[src/rtl/operand_fetch_stage.sv]
// ID-stage operand collector and ID/EX pipeline register. It forwards EX/MEM and MEM/WB
// results over bank data, and it inserts load-use bubbles through a RUN/STALL FSM.
module operand_fetch_stage #(
    parameter int NB_DATA          = 32,
    parameter int NB_REGISTER      = 5,
    parameter int LOAD_USE_BUBBLES = 1
) (
    input  logic                   i_clock,
    input  logic                   i_reset,
    input  logic                   i_valid,
    input  logic                   i_instr_valid,
    input  logic [NB_REGISTER-1:0] i_rs_sel,
    input  logic [NB_REGISTER-1:0] i_rt_sel,
    input  logic [NB_REGISTER-1:0] i_dest_sel,
    input  logic                   i_reg_write,
    input  logic                   i_mem_read,
    input  logic                   i_flush,
    input  logic [NB_DATA-1:0]     i_data_read_reg_0,
    input  logic [NB_DATA-1:0]     i_data_read_reg_1,
    input  logic [NB_REGISTER-1:0] i_exmem_dest,
    input  logic                   i_exmem_reg_write,
    input  logic [NB_DATA-1:0]     i_exmem_data,
    input  logic [NB_REGISTER-1:0] i_memwb_dest,
    input  logic                   i_memwb_reg_write,
    input  logic [NB_DATA-1:0]     i_memwb_data,
    output logic [NB_REGISTER-1:0] o_read_reg_sel_0,
    output logic [NB_REGISTER-1:0] o_read_reg_sel_1,
    output logic                   o_stall,
    output logic [NB_DATA-1:0]     o_operand_a,
    output logic [NB_DATA-1:0]     o_operand_b,
    output logic [NB_REGISTER-1:0] o_dest_sel,
    output logic                   o_reg_write,
    output logic                   o_mem_read,
    output logic                   o_out_valid
);

    localparam int CNT_W = (LOAD_USE_BUBBLES > 1) ? $clog2(LOAD_USE_BUBBLES) : 1;
    localparam logic [CNT_W-1:0] CNT_INIT = CNT_W'(LOAD_USE_BUBBLES - 1);

    typedef enum logic {RUN, STALL} state_t;

    state_t                 state_q, state_d;
    logic [CNT_W-1:0]       cnt_q, cnt_d;
    logic [NB_DATA-1:0]     operand_a_q, operand_a_d;
    logic [NB_DATA-1:0]     operand_b_q, operand_b_d;
    logic [NB_REGISTER-1:0] dest_sel_q, dest_sel_d;
    logic                   reg_write_q, reg_write_d;
    logic                   mem_read_q, mem_read_d;
    logic                   out_valid_q, out_valid_d;
    logic                   hazard;

    // Register 0 reads as zero and is never forwarded. EX/MEM is newer than MEM/WB, so it wins.
    function automatic logic [NB_DATA-1:0] fwd_operand(
        input logic [NB_REGISTER-1:0] sel,
        input logic [NB_DATA-1:0]     bank_data,
        input logic                   exmem_we,
        input logic [NB_REGISTER-1:0] exmem_dest,
        input logic [NB_DATA-1:0]     exmem_data,
        input logic                   memwb_we,
        input logic [NB_REGISTER-1:0] memwb_dest,
        input logic [NB_DATA-1:0]     memwb_data
    );
        if (sel == '0)
            return '0;
        else if (exmem_we && exmem_dest == sel && exmem_dest != '0)
            return exmem_data;
        else if (memwb_we && memwb_dest == sel && memwb_dest != '0)
            return memwb_data;
        else
            return bank_data;
    endfunction

    assign o_read_reg_sel_0 = i_rs_sel;
    assign o_read_reg_sel_1 = i_rt_sel;

    assign hazard = (state_q == RUN) && i_instr_valid && out_valid_q && mem_read_q &&
                    (dest_sel_q != '0) &&
                    ((dest_sel_q == i_rs_sel) || (dest_sel_q == i_rt_sel));
    assign o_stall = hazard || (state_q == STALL);

    always_comb begin
        state_d     = state_q;
        cnt_d       = cnt_q;
        operand_a_d = operand_a_q;
        operand_b_d = operand_b_q;
        dest_sel_d  = dest_sel_q;
        reg_write_d = reg_write_q;
        mem_read_d  = mem_read_q;
        out_valid_d = out_valid_q;
        // A bubble clears only the control flags. Operands and dest keep their last values.
        if (i_flush) begin
            out_valid_d = 1'b0;
            reg_write_d = 1'b0;
            mem_read_d  = 1'b0;
            state_d     = RUN;
            cnt_d       = '0;
        end else if (state_q == STALL) begin
            out_valid_d = 1'b0;
            reg_write_d = 1'b0;
            mem_read_d  = 1'b0;
            cnt_d       = cnt_q - CNT_W'(1);
            if (cnt_q == CNT_W'(1))
                state_d = RUN;
        end else if (hazard) begin
            out_valid_d = 1'b0;
            reg_write_d = 1'b0;
            mem_read_d  = 1'b0;
            cnt_d       = CNT_INIT;
            if (CNT_INIT != '0)
                state_d = STALL;
        end else if (i_instr_valid) begin
            operand_a_d = fwd_operand(i_rs_sel, i_data_read_reg_0, i_exmem_reg_write,
                                      i_exmem_dest, i_exmem_data, i_memwb_reg_write,
                                      i_memwb_dest, i_memwb_data);
            operand_b_d = fwd_operand(i_rt_sel, i_data_read_reg_1, i_exmem_reg_write,
                                      i_exmem_dest, i_exmem_data, i_memwb_reg_write,
                                      i_memwb_dest, i_memwb_data);
            dest_sel_d  = i_dest_sel;
            reg_write_d = i_reg_write;
            mem_read_d  = i_mem_read;
            out_valid_d = 1'b1;
        end else begin
            out_valid_d = 1'b0;
            reg_write_d = 1'b0;
            mem_read_d  = 1'b0;
        end
    end

    always_ff @(posedge i_clock or negedge i_reset) begin
        if (!i_reset) begin
            state_q     <= RUN;
            cnt_q       <= '0;
            operand_a_q <= '0;
            operand_b_q <= '0;
            dest_sel_q  <= '0;
            reg_write_q <= 1'b0;
            mem_read_q  <= 1'b0;
            out_valid_q <= 1'b0;
        end else if (i_valid) begin
            state_q     <= state_d;
            cnt_q       <= cnt_d;
            operand_a_q <= operand_a_d;
            operand_b_q <= operand_b_d;
            dest_sel_q  <= dest_sel_d;
            reg_write_q <= reg_write_d;
            mem_read_q  <= mem_read_d;
            out_valid_q <= out_valid_d;
        end
    end

    assign o_operand_a = operand_a_q;
    assign o_operand_b = operand_b_q;
    assign o_dest_sel  = dest_sel_q;
    assign o_reg_write = reg_write_q;
    assign o_mem_read  = mem_read_q;
    assign o_out_valid = out_valid_q;

endmodule
[config.mk]
export PLATFORM = sky130hd
export DESIGN_NAME = operand_fetch_stage
export DESIGN_NICKNAME = d
export VERILOG_FILES = /design/src/rtl/operand_fetch_stage.sv
export SDC_FILE = /design/constraint.sdc
export NUM_CORES = 1
export LEC_CHECK = 0
export CAP_MARGIN = 5
export CORE_MARGIN = 2
export CORE_UTILIZATION = 30
export CTS_BUF_LIST = sky130_fd_sc_hd__clkbuf_4 sky130_fd_sc_hd__clkbuf_8
export DETAILED_ROUTE_END_ITERATION = 12
export SYNTH_ARGS = -nofsm -noshare
export SYNTH_HDL_FRONTEND = slang
export SYNTH_SLANG_ARGS = --single-unit
[constraint.sdc]
create_clock -name i_clock -period 1.95 [get_ports i_clock]
set_input_delay 0.2925 -clock i_clock [delete_from_list [all_inputs] [get_ports i_clock]]
set_output_delay 0.2925 -clock i_clock [all_outputs]
set_load 0.1 [all_outputs]
# Word-level counts from Yosys, hierarchy flattened
# Cells that the tools add are included.
# Widths: inputs -> output; s select.
dict set report word_totals {
  ff_bits 74
  out_inout_bits 83
  word_cells 65
}
dict set report op_classes {
  addsub 1
  n_eq_ne 6
  muxes 24
  bitwise_logic 3
  n_reduce_logical 23
}
# operator n
set ops {}
lappend ops {{$mux 32} 6}
lappend ops {{$eq 5x5->1} 6}
lappend ops {{$mux 1} 18}
lappend ops {{$reduce_bool 5->1} 3}
lappend ops {{$logic_and 1x1->1} 13}
lappend ops {{$logic_not 5->1} 2}
lappend ops {{$reduce_and 5->1} 1}
lappend ops {{$not 1->1} 3}
lappend ops {{$reduce_bool 3->1} 1}
lappend ops {{$logic_or 1x1->1} 2}
lappend ops {{$reduce_and 2->1} 1}
lappend ops {{$sub 1x1->1 const B} 1}

# Logic depth before layout (Yosys ltp)
dict set report depth {
  word_depth 9
  ltp_mapped 8
  mapped_depth_nobuf 5
}

# Worst setup path before layout
# OpenSTA, ideal clock, no wires.
dict set report synth_timing {
  kind {flip-flop to output port}
  startpoint {register dest_sel_q[1], in the netlist o_dest_sel[1]}
  endpoint {output o_stall}
  arrival_ns 2.529
  required_ns 1.657
  slack_ns -0.871
  stages_incl_launch_ff 7
  path_cell_list {dfrtp_1 or4_1 o2111ai_1 nor2_1 buf_2 buf_2 or2_2}
}
dict set report synth_via {
  elab_chain_cells 4
  word_cells_on_any_way 7
  cone_classes {eq/ne (2); reduce/logical (5)}
}
# item line_no
set synth_rtl {}
lappend synth_rtl {{start: declaration} 46} ;# logic [NB_REGISTER-1:0] dest_sel_q, dest_sel_d;
lappend synth_rtl {{start signal: assignment} 144} ;# dest_sel_q <= dest_sel_d;
lappend synth_rtl {{$eq 5x5->1 / $reduce_bool 5->1 (equally long branches)} {78, 77}}
lappend synth_rtl {{$logic_or 1x1->1 / $logic_and 1x1->1 (equally long branches)} {78, 76}}
lappend synth_rtl {{$logic_and 1x1->1 (*)} 77} ;# (dest_sel_q != '0) &&
lappend synth_rtl {{$logic_or 1x1->1 (*)} 79} ;# assign o_stall = hazard || (state_q == STALL);
lappend synth_rtl {{end: declaration} 28} ;# output logic o_stall,
# Every way passes the cells marked *; elsewhere a longest branch is shown, timed or not.

# Worst setup path in the final report
dict set report layout_timing {
  startpoint {input i_rs_sel[4]}
  endpoint {output o_stall}
}
dict set report layout_via {
  elab_chain_cells 4
}
# item line_no
set layout_rtl {}
lappend layout_rtl {{start: declaration} 12} ;# input logic [NB_REGISTER-1:0] i_rs_sel,
lappend layout_rtl {{$eq 5x5->1} 78} ;# ((dest_sel_q == i_rs_sel) || (dest_sel_q == i_rt_sel));
lappend layout_rtl {{$logic_or 1x1->1} 78}
lappend layout_rtl {{$logic_and 1x1->1} 77}
lappend layout_rtl {{$logic_or 1x1->1} 79}
# Every way passes these cells.

==> results.json <==
{
  "run_status": "finished with violations",
  "violations_in_the_final_reports": "setup timing",
  "cts_tree": "done",
  "power.leakage_nw": 3.84,
  "number_of_buffers_added_by_the_clock_tree_synthesis_step": 9,
  "routed_via_density": 5.83,
  "yosys.cell_types.count": 41,
  "final_report_setup_violation_count": 73,
  "clock_tree.root_cell": "sky130_fd_sc_hd__clkbuf_8",
  "rr_endpoint": "o_dest_sel[0]$_DFFE_PN0P_",
  "worst_path_largest_cell_delay_ns": 0.64,
  "post-place-ws_ns": -0.513,
  "rsz_0062_raised_after_global_routing": "yes",
  "overall_routing_resource_usage_pct": 26.5,
  "post-route-worst-setup-slack_ns": -0.410,
  "rrSetupSlack_ns": -0.30,
  "worst_slew_margin_rel_pct": 70.5,
  "detail_route.drc_violations": 0,
  "powerDensity_nw_per_um2": 836,
  "first_iter_violations": 562,
  "hold_violations": 0,
  "post_synth_and_or_nand_nor_area_fraction_pct": 7.14,
  "synth.area.top_cells": "sky130_fd_sc_hd__dfrtp_1 35%, sky130_fd_sc_hd__o32ai_1 10%, sky130_fd_sc_hd__inv_1 7.0%",
  "maxCapViolCount": 0,
  "yosys.area_share.adder_pct": 0,
  "worst-r2r-cell-count": 7,
  "die_area_um2": 18500,
  "ir_worst_vdd_v": 0.000657,
  "critical_path.slowest_cell": "sky130_fd_sc_hd__clkdlybuf4s50_1",
  "critical_path.max_fanout": 5,
  "worstSetupEndpointType": "output port",
  "numClockSinks": 74,
  "reg2reg_from": "o_dest_sel[1]$_DFFE_PN0P_",
  "synthTopCellsByCount": "97 x sky130_fd_sc_hd__inv_1, 74 x sky130_fd_sc_hd__dfrtp_1, 61 x sky130_fd_sc_hd__o32ai_1",
  "tightestPinTransition_ns": 0.437,
  "route.vias.total": 6293,
  "wl_um": 24800,
  "dominant_combinational_cell_family_by_area_after_synthesis": "compound AO/OA/AOI/OAI gates",
  "cp.arrival_ns": 2.07,
  "ioPinCount": 245,
  "die_w_um": 136,
  "worstSetupPathType": "in -> out",
  "yosysWarningCount": 0,
  "synth-compound-area-share_pct": 36.6,
  "grt.overflow.total": 0,
  "mappedNetlistArea_um2": 5240,
  "io_buffers": 244,
  "clk_path_buf_depth": 2,
  "design.final.nets": 1010,
  "synth_fp_nets": 743,
  "synthXorXnorAreaFrac_pct": 5.02,
  "crit_required_ns": 1.66,
  "die_h_um": 136,
  "post_synth_mux_area_share_pct": 1.07,
  "initial_utilization_pct": 30.5,
  "layout_worst_path_cycle_share_pct": 121,
  "cts-htree-levels": 3,
  "wire_per_inst_um": 22.9,
  "syn-mean-instance-area_um2": 9.02,
  "clock_insertion_delay_worst_skew_ns": 0.37,
  "hold_ws_ns": 0.293,
  "synth_top_area_share_pct": 35.3,
  "async_flop_share_pct": 100,
  "cp-start-kind": "input port",
  "crit_chain": "clkdlybuf4s50_1, xor2_1, nor3_2, a22oi_1, buf_4, nor2_4, or2_4, buf_12",
  "std_cell_rows": 48,
  "pin_count_of_the_biggest_net_entering_global_routing": 67,
  "synth-edff-count": 0,
  "synth-seq-area-share_pct": 35.3,
  "grt_pass1_wl_um": 37400,
  "min_path_type": "in -> async",
  "ys_ff_latch": 74,
  "residual_antenna_violating_net_count_after_detailed_routing": 0,
  "design.core.area_um2": 17200,
  "flow.area_growth_from_synthesis_pct": 72.0,
  "antenna_violations_before_repair": 2,
  "clock.fmax_mhz": 424,
  "gp_congestion": 0.923,
  "first_global_vias": 6644,
  "detailedPlacementHpwl_um": 16600,
  "synth-main-ff-cell": "sky130_fd_sc_hd__dfrtp_1",
  "period_minus_slack_ns": 2.36,
  "synth_cells": 581,
  "drive_above_1_share_pct": 29.3,
  "timing.clock.skew_ns": 0.0137,
  "path_clk_slew_ns": 0.07,
  "synth.largest_area_cell": "sky130_fd_sc_hd__dfrtp_1",
  "drtPass1Iterations": 6,
  "final_max_slew_viol_count": 0,
  "yosys.cell_count.top_type": "sky130_fd_sc_hd__inv_1"
}
## worst max-delay path by stage
stage,start,to
floorplan,o_dest_sel[2]$_DFFE_PN0P_,o_stall
global placement,i_rs_sel[2],o_operand_a[24]$_DFFE_PN0P_
detailed placement,i_rs_sel[4],o_operand_a[18]$_DFFE_PN0P_
CTS,o_dest_sel[1]$_DFFE_PN0P_,o_stall
global route,i_rs_sel[0],o_stall
finish,i_rs_sel[4],o_stall
## routing by layer
metal	wire, µm	vias up	part of all wire (%)	GRT usage [%]
met2	12000	393	48	43.4
met4	786	0	3.2	12.4
met1	9760	3072	39	33.5
met3	2240	58	9.0	5.29
li1	-	2770	-	-
met5	0	-	0	0
## cell type report
type / count / area [µm²]
antenna: 2 / 5.00
clock buffer: 12 / 153
clock inverter: 4 / 75.1
fill: 1586 / 8170
inverter: 97 / 364
multi-input combinational: 336 / 2860
sequential: 74 / 1870
tap: 225 / 282
timing repair buffer: 330 / 3410
## power by group
part           total, mW  switching [mW]  internal [mW]
Clock               1.42           0.633          0.786
Sequential          2.00           0.191           1.80
Combinational       4.12            2.96           1.16
## placed cells by master (no fill, tap or decap), types with 3 or more instances in the layout
cell type	count
sky130_fd_sc_hd__a211oi_1	22
sky130_fd_sc_hd__a211oi_2	13
sky130_fd_sc_hd__a221oi_1	29
sky130_fd_sc_hd__a31oi_1	27
sky130_fd_sc_hd__a31oi_2	5
sky130_fd_sc_hd__and3_1	29
sky130_fd_sc_hd__and4_1	3
sky130_fd_sc_hd__buf_12	26
sky130_fd_sc_hd__buf_16	6
sky130_fd_sc_hd__buf_4	127
sky130_fd_sc_hd__buf_6	5
sky130_fd_sc_hd__buf_8	3
sky130_fd_sc_hd__clkbuf_8	10
sky130_fd_sc_hd__clkdlybuf4s50_1	160
sky130_fd_sc_hd__dfrtp_1	67
sky130_fd_sc_hd__dfrtp_2	5
sky130_fd_sc_hd__inv_1	97
sky130_fd_sc_hd__mux2_4	4
sky130_fd_sc_hd__nand2_1	3
sky130_fd_sc_hd__nor2_1	5
sky130_fd_sc_hd__nor3_1	3
sky130_fd_sc_hd__nor3_2	4
sky130_fd_sc_hd__o21ai_0	14
sky130_fd_sc_hd__o21ai_1	19
sky130_fd_sc_hd__o32ai_1	51
sky130_fd_sc_hd__o32ai_2	13
sky130_fd_sc_hd__o41ai_1	33
sky130_fd_sc_hd__xnor2_1	10
sky130_fd_sc_hd__xor2_1	19
## state kept, by name, summed over array words and instances (netlist names)
register     count
o_operand_b     32
o_dest_sel       5
state_q          1
o_operand_a     32
cnt_q            1
o_mem_read       1
o_reg_write      1
o_out_valid      1
## cells by family after synthesis
logic type / after synthesis
AOI/OAI and AO/OA: 237
xor gates and xnor gates: 30
buffers and inverters: 172
DFF: 74
muxes: 5
and+or+nand+nor: 63
## stage by stage
step	setup TNS [ns]	std cells	utilization, %	power (mW)	cell area [µm²]
final	-18.43	1080	52.5	7.54	9010
after floorplan	-9.43	581	-	4.69	5320
after global placement	-29.97	1039	48.0	5.98	8250
after CTS	-20.32	1071	51.7	7.51	8880
after detailed placement	-30.37	1039	48.0	6.01	8250
after global routing	-23.64	1079	52.4	7.79	9010
## critical path: cells and delay by family
kind,cells,cell delay (ns)
xor gates and xnor gates,1,0.22
buffers and inverters,3,0.99
AOI/OAI and AO/OA,1,0.21
and+or+nand+nor,3,0.35
## what timing repair did
item,in CTS,in global routing
endpoints found under the hold margin,8,0
pin swaps,4,6
hold buffers,1,0
cloned,7,1
gates resized for setup,26,15
setup endpoints to repair,73,74
buffers inserted,8,8
(Power assumes the default switching activity.)
==> patch 1 (same settings) <==
The parameter `NB_REGISTER` goes from 5 to 10.
--- a/src/rtl/operand_fetch_stage.sv
+++ b/src/rtl/operand_fetch_stage.sv
@@ -4,3 +4,3 @@
     parameter int NB_DATA          = 32,
-    parameter int NB_REGISTER      = 5,
+    parameter int NB_REGISTER      = 10,
     parameter int LOAD_USE_BUBBLES = 1
Interface: changed (8 resized); port bits go from 245 to 285. No check against the original RTL was run, so the function may have changed too.
==> patch 1 against the original RTL <==
- the run still ends with negative setup slack left
- count of clock-buffer cells in the layout unchanged
- worst setup slack got worse by 0.081 ns
- sequential cell count is 5 higher
- final cell count is 7.6% higher
- wire length is 15% higher
- design area grew 9.4%
- first-iteration DRC count is 8.5% lower
- sequential share of layout area is 0.34 points lower
- maximum frequency down 3.3%
- synthesized area increased by 3.7%
- total power grew 4.3%
- synthesized cell count is 0.34% higher
- die area grew 3.6%
- largest cell class unchanged
- largest power group unchanged
==> patch 1: results (changes against the original RTL) <==
| Metric | Value |
|---|---|
| Least-Margin Pin Slew | `0.517 ns (+0.0806 ns)` |
| First-pass GRT wire length | `43400 µm (+16%)` |
| Setup Slack @ Placement | `-0.892 ns (-0.379 ns)` |
| Pin count of the biggest net entering global routing | `41 (-39%)` |
| Leading post-synthesis cells by cell area | `dfrtp_1 36%, a32o_1 12%, or3_1 7.5%, xor2_1 7.1%, a211o_1 5.2%` |
| Leading register cell type out of synthesis | `dfrtp_1` |
| Final Max Tran Viols | `0 (unchanged)` |
| Routed via count | `6681 (+6.2%)` |
| Async set or reset register ratio after synthesis | `100% (unchanged)` |
| Total wire length | `28500 µm (+15%)` |
| Failing checks | `negative setup slack` |
| Hold WS | `0.421 ns (+0.127 ns)` |
| Worst clock skew | `0.0154 ns (+0.00169 ns)` |
| Latest clock arrival within the worst-skew pair | `0.38 ns` |
| Cts bufs inserted | `9 (unchanged)` |
| Arrival time at the worst endpoint | `2.15 ns (+0.08 ns)` |
| Synthesized net count | `770 (+3.6%)` |
| Post-DP HPWL | `19800 µm (+20%)` |
| Final Setup Violations | `78 (+6.8%)` |
| Yosys cell types | `37 (-9.8%)` |
| Fin. Hold Viols | `0 (unchanged)` |
| Diodes inserted | `0 (-2)` |
| Crit path max fanout | `4 (-1)` |
| Cells on worst reg2reg path | `11 (+4)` |
| Placer congestion estimate | `0.887 (-3.9%)` |
| Reg2reg start | `o_dest_sel[1]` |
| Hold WC Path Type | `in2async` |
| Status | `finished with violations` |
| Gr usage total | `29.3% (+2.8 points)` |
| Share of cells above drive strength 1 | `30.7% (+1.3 points)` |
| Clk buf depth | `2 (unchanged)` |
| Final net count | `1116 (+10%)` |
| Final worst slack | `-0.491 ns (-0.0810 ns)` |
| Worst reg-to-reg setup slack | `-0.35 ns (-0.05 ns)` |
| CTS Root Cell | `clkbuf_8` |
| DRT iter0 DRCs | `514 (-8.5%)` |
| Vias in the first global route | `6915 (+4.1%)` |
| Yosys warns | `0 (unchanged)` |
| Initial antenna violation count | `0 (-2)` |
| Synth cell count leaders | `79 x dfrtp_1, 65 x or3_1, 64 x a32o_1` |
| VDD IR-drop max | `555 µV (-16%)` |
| IO Port Bufs | `284 (+16%)` |
| Leakage | `4.16 nW (+8.2%)` |
| Sequential area share after synthesis | `36.4% (+1.0 points)` |
| H-tree Lvls | `3 (unchanged)` |
| Reg clk slew, reported paths | `0.09 ns (+0.02 ns)` |
| Reg2Reg Capture Point | `o_operand_b[27]` |
| Drt pass-1 iters | `5 (-1)` |
-- patch 1: cell count changes after synthesis, moves of 31 or more --
cell      before  now
inv_1         97    6
a32o_1         0   64
a211o_1        0   32
o41ai_1       33    2
nand2_1        3   34
or3_1          1   65
o32ai_1       61    0
o211ai_1       0   32
-- patch 1: report_power, final --
part / switching [W] / leakage [nW] / internal, W
clock network: 0.000671 / 0.126 / 0.000930
registers: 0.000199 / 0.975 / 0.00191
logic: 0.00287 / 3.06 / 0.00128
-- patch 1: area by class of cell --
type,instances,area (µm²)
Clock buffer,12,159
Clock inverter,3,90.1
Fill cell,1592,7990
Inverter,6,22.5
Multi-Input combinational cell,424,3260
Sequential cell,79,2010
Tap cell,229,287
Timing Repair Buffer,409,4040
-- patch 1: cells by family after synthesis --
group,after synthesis,share of synthesized area (%)
buf+inv,84,7.85
mux,10,2.07
flops,79,36.4
xor+xnor,56,9.02
simple gates,183,18.8
compound gates,171,25.9
-- patch 1: routing by layer --
| layer | GRT usage [%] | wire length (µm) |
|---|---|---|
| met2 | 47.2 | 13300 |
| met4 | 6.66 | 476 |
| met5 | 0 | 0 |
| met3 | 5.11 | 2440 |
| met1 | 41.2 | 12300 |
-- patch 1: worst max-delay path, cell delays in order (launching register included) --
cell and delay, ns:
dfrtp_4 0.48, buf_6 0.13, xor2_1 0.15, nor4_2 0.26, nand4_1 0.15, a21oi_2 0.20
buf_6 0.13, or2_4 0.12, buf_12 0.16
-- patch 1: what timing repair did --
| item | in CTS | in global routing |
|---|---|---|
| hold buffers | 1 | 0 |
| cloned | 11 | 0 |
| endpoints found under the setup margin | 78 | 78 |
| endpoints found under the hold margin | 32 | 0 |
| resized for setup | 84 | 3 |
| buffers inserted | 16 | 3 |
| pin swaps | 13 | 6 |
-- patch 1: how the worst max path moves through the flow --
stage	from	endpoint	slack, ns	cells past startpoint
after global placement	i_memwb_dest[4]	o_operand_b[11]	-0.89	10
after detailed placement	i_memwb_dest[4]	o_operand_b[11]	-0.89	10
after floorplan	o_dest_sel[2]	o_dest_sel[5]	-0.28	8
after global routing	o_dest_sel[2]	o_stall	-0.65	8
after CTS	o_dest_sel[2]	o_stall	-0.54	8
final	o_dest_sel[1]	o_stall	-0.49	8
-- patch 1: metrics by stage --
stage                     std cells  TNS, ns  power [W]  area, µm²
after global routing           1162   -33.17    0.00812       9860
after detailed placement       1117   -59.78    0.00616       9060
after CTS                      1160   -24.59    0.00787       9810
final                          1162   -21.71    0.00786       9860
after global placement         1117   -59.61    0.00613       9060
after floorplan                 583   -16.19    0.00473       5490
==> patch 2 (config.mk and constraints unchanged) <==
Without the edit above. Reset style: synchronous (`i_reset`), changed in one clocked block.
--- a/src/rtl/operand_fetch_stage.sv
+++ b/src/rtl/operand_fetch_stage.sv
@@ -128,3 +128,3 @@
 
-    always_ff @(posedge i_clock or negedge i_reset) begin
+    always_ff @(posedge i_clock) begin
         if (!i_reset) begin
Formal check against the unedited RTL: not equivalent (Yosys sat finds a counterexample within 4 cycles, from zero or initial values and one cycle with i_reset low; the reset may be asserted at any time).
==> patch 2 against the original RTL <==
- the flow still finishes with violations (negative setup slack)
- wire length grew 6.3%
- worst setup slack gained 0.32 ns
- design area grew 6.1%
- total power shrank 33%
- via count grew 9.6%
- synthesized area grew 9.4%
- combinational power shrank 50%
- sequential cell count is the same
- highest routed layer unchanged
==> patch 2: results (changes against the original RTL) <==
| Metric | Value |
|---|---|
| Async set or reset register ratio after synthesis | `0% (-100 points)` |
| Average size of a mapped cell | `7.79 µm² (-14%)` |
| Synthesized net count | `898 (+21%)` |
| Leading post-synthesis cells by cell area | `dfxtp_1 26%, mux2i_1 12%, and4_1 9.9%, o311ai_1 9.8%, a31oi_1 7.1%` |
| Total wire length | `26300 µm (+6.3%)` |
| Synth Area in XOR/XNOR | `4.59% (-0.43 points)` |
| Leading register cell type out of synthesis | `dfxtp_1` |
| Arrival time at the worst endpoint | `1.75 ns (-0.32 ns)` |
| Hold WC Path Type | `in2reg` |
| Drt pass-1 iters | `7 (+1)` |
| Met3 track demand over resource | `4.27% (-1.0 points)` |
| Filler cells | `1769 (+12%)` |
| Share of cells above drive strength 1 | `24.2% (-5.1 points)` |
| Synth cell count leaders | `96 x inv_1, 76 x nand2_1, 74 x dfxtp_1` |
| Pin count of the biggest net entering global routing | `65 (-3.0%)` |
| Reg2Reg Capture Point | `o_operand_a[12]` |
| Leakage | `4.34 nW (+13%)` |
| Placer congestion estimate | `0.797 (-14%)` |
| Critical path's largest stage delay | `0.52 ns (-0.12 ns)` |
| Placed instance area | `0.00867 mm² (+5.1%)` |
| Status | `finished with violations` |
| Slowest cell on crit path | `or4_4` |
| Non-filler instance count after layout | `1222 (+13%)` |
| Final worst slack | `-0.0941 ns (+0.316 ns)` |
| Post-synthesis compound-gate area fraction | `19.0% (-18 points)` |
| Sequential area share after synthesis | `25.9% (-9.5 points)` |
| Met1 Use GR | `33.4% (-0.082 points)` |
| Worst reg-to-reg setup slack | `-0.07 ns (+0.23 ns)` |
| VDD IR-drop max | `259 µV (-61%)` |
| Multiplexer share of the synthesized area | `12.1% (+11 points)` |
| First-pass GRT wire length | `38500 µm (+2.9%)` |
| Failing checks | `negative setup slack` |
| WL met1 | `11500 µm (+18%)` |
| Beginning of the critical path | `o_dest_sel[1]` |
| Final Setup Violations | `73 (unchanged)` |
| Psw | `0.00194 W (-49%)` |
| Grt met2 use | `38.7% (-4.7 points)` |
| Setup Slack @ Placement | `-0.498 ns (+0.0146 ns)` |
| Flip-flop and latch area | `0.00150 mm² (-19%)` |
| Hold-fix buffers, CTS | `0 (-1)` |
## patch 2: worst min-delay path by stage
stage,from,end,slack [ns],cells after the start
final,i_mem_read,o_mem_read,0.45,3
after global routing,i_dest_sel[1],o_dest_sel[1],0.46,3
after CTS,i_mem_read,o_mem_read,0.43,3
after detailed placement,o_operand_a[8],o_operand_a[8],0.45,2
after global placement,o_operand_a[27],o_operand_a[27],0.45,2
after floorplan,i_mem_read,o_mem_read,0.42,2
## patch 2: stage by stage
stage / hold slack (ns) / total power (W)
6_report: 0.451 / 0.00508
5_1_grt: 0.463 / 0.00527
4_1_cts: 0.427 / 0.00503
3_5_place_dp: 0.454 / 0.00353
3_3_place_gp: 0.447 / 0.00353
2_1_floorplan: 0.418 / 0.00269
## patch 2: worst reg2reg max path, stage by stage (launching register included)
cell	delay [ns]
dfxtp_4	0.37
or4_4	0.52
o2111ai_4	0.23
buf_4	0.15
buf_6	0.09
o21ai_4	0.05
buf_12	0.16
clkbuf_16	0.19
mux2i_1	0.12
## patch 2: power by group through the flow
stage          clock, W  combinational, W  sequential (W)
6_report        0.00141           0.00207         0.00160
2_1_floorplan         0          0.000673         0.00202
4_1_cts         0.00144           0.00200         0.00160
3_3_place_gp          0           0.00190         0.00163
3_5_place_dp          0           0.00190         0.00163
5_1_grt         0.00150           0.00217         0.00161
## patch 2: final cells by class
class	count	area share, %
multi-input cells	480	39.8
repair buffers	323	35.3
flip-flops and latches	74	15.7
inverters	96	3.77
well taps	234	3.06
clock buffers	14	2.02
clock inverters	1	0.314
## patch 2: repair_timing
item | in CTS | in global routing
cloned | 10 | 7
pin swaps | 7 | 11
resized for setup | 40 | 26
endpoints found under the setup margin | 65 | 65
buffers inserted | 4 | 4
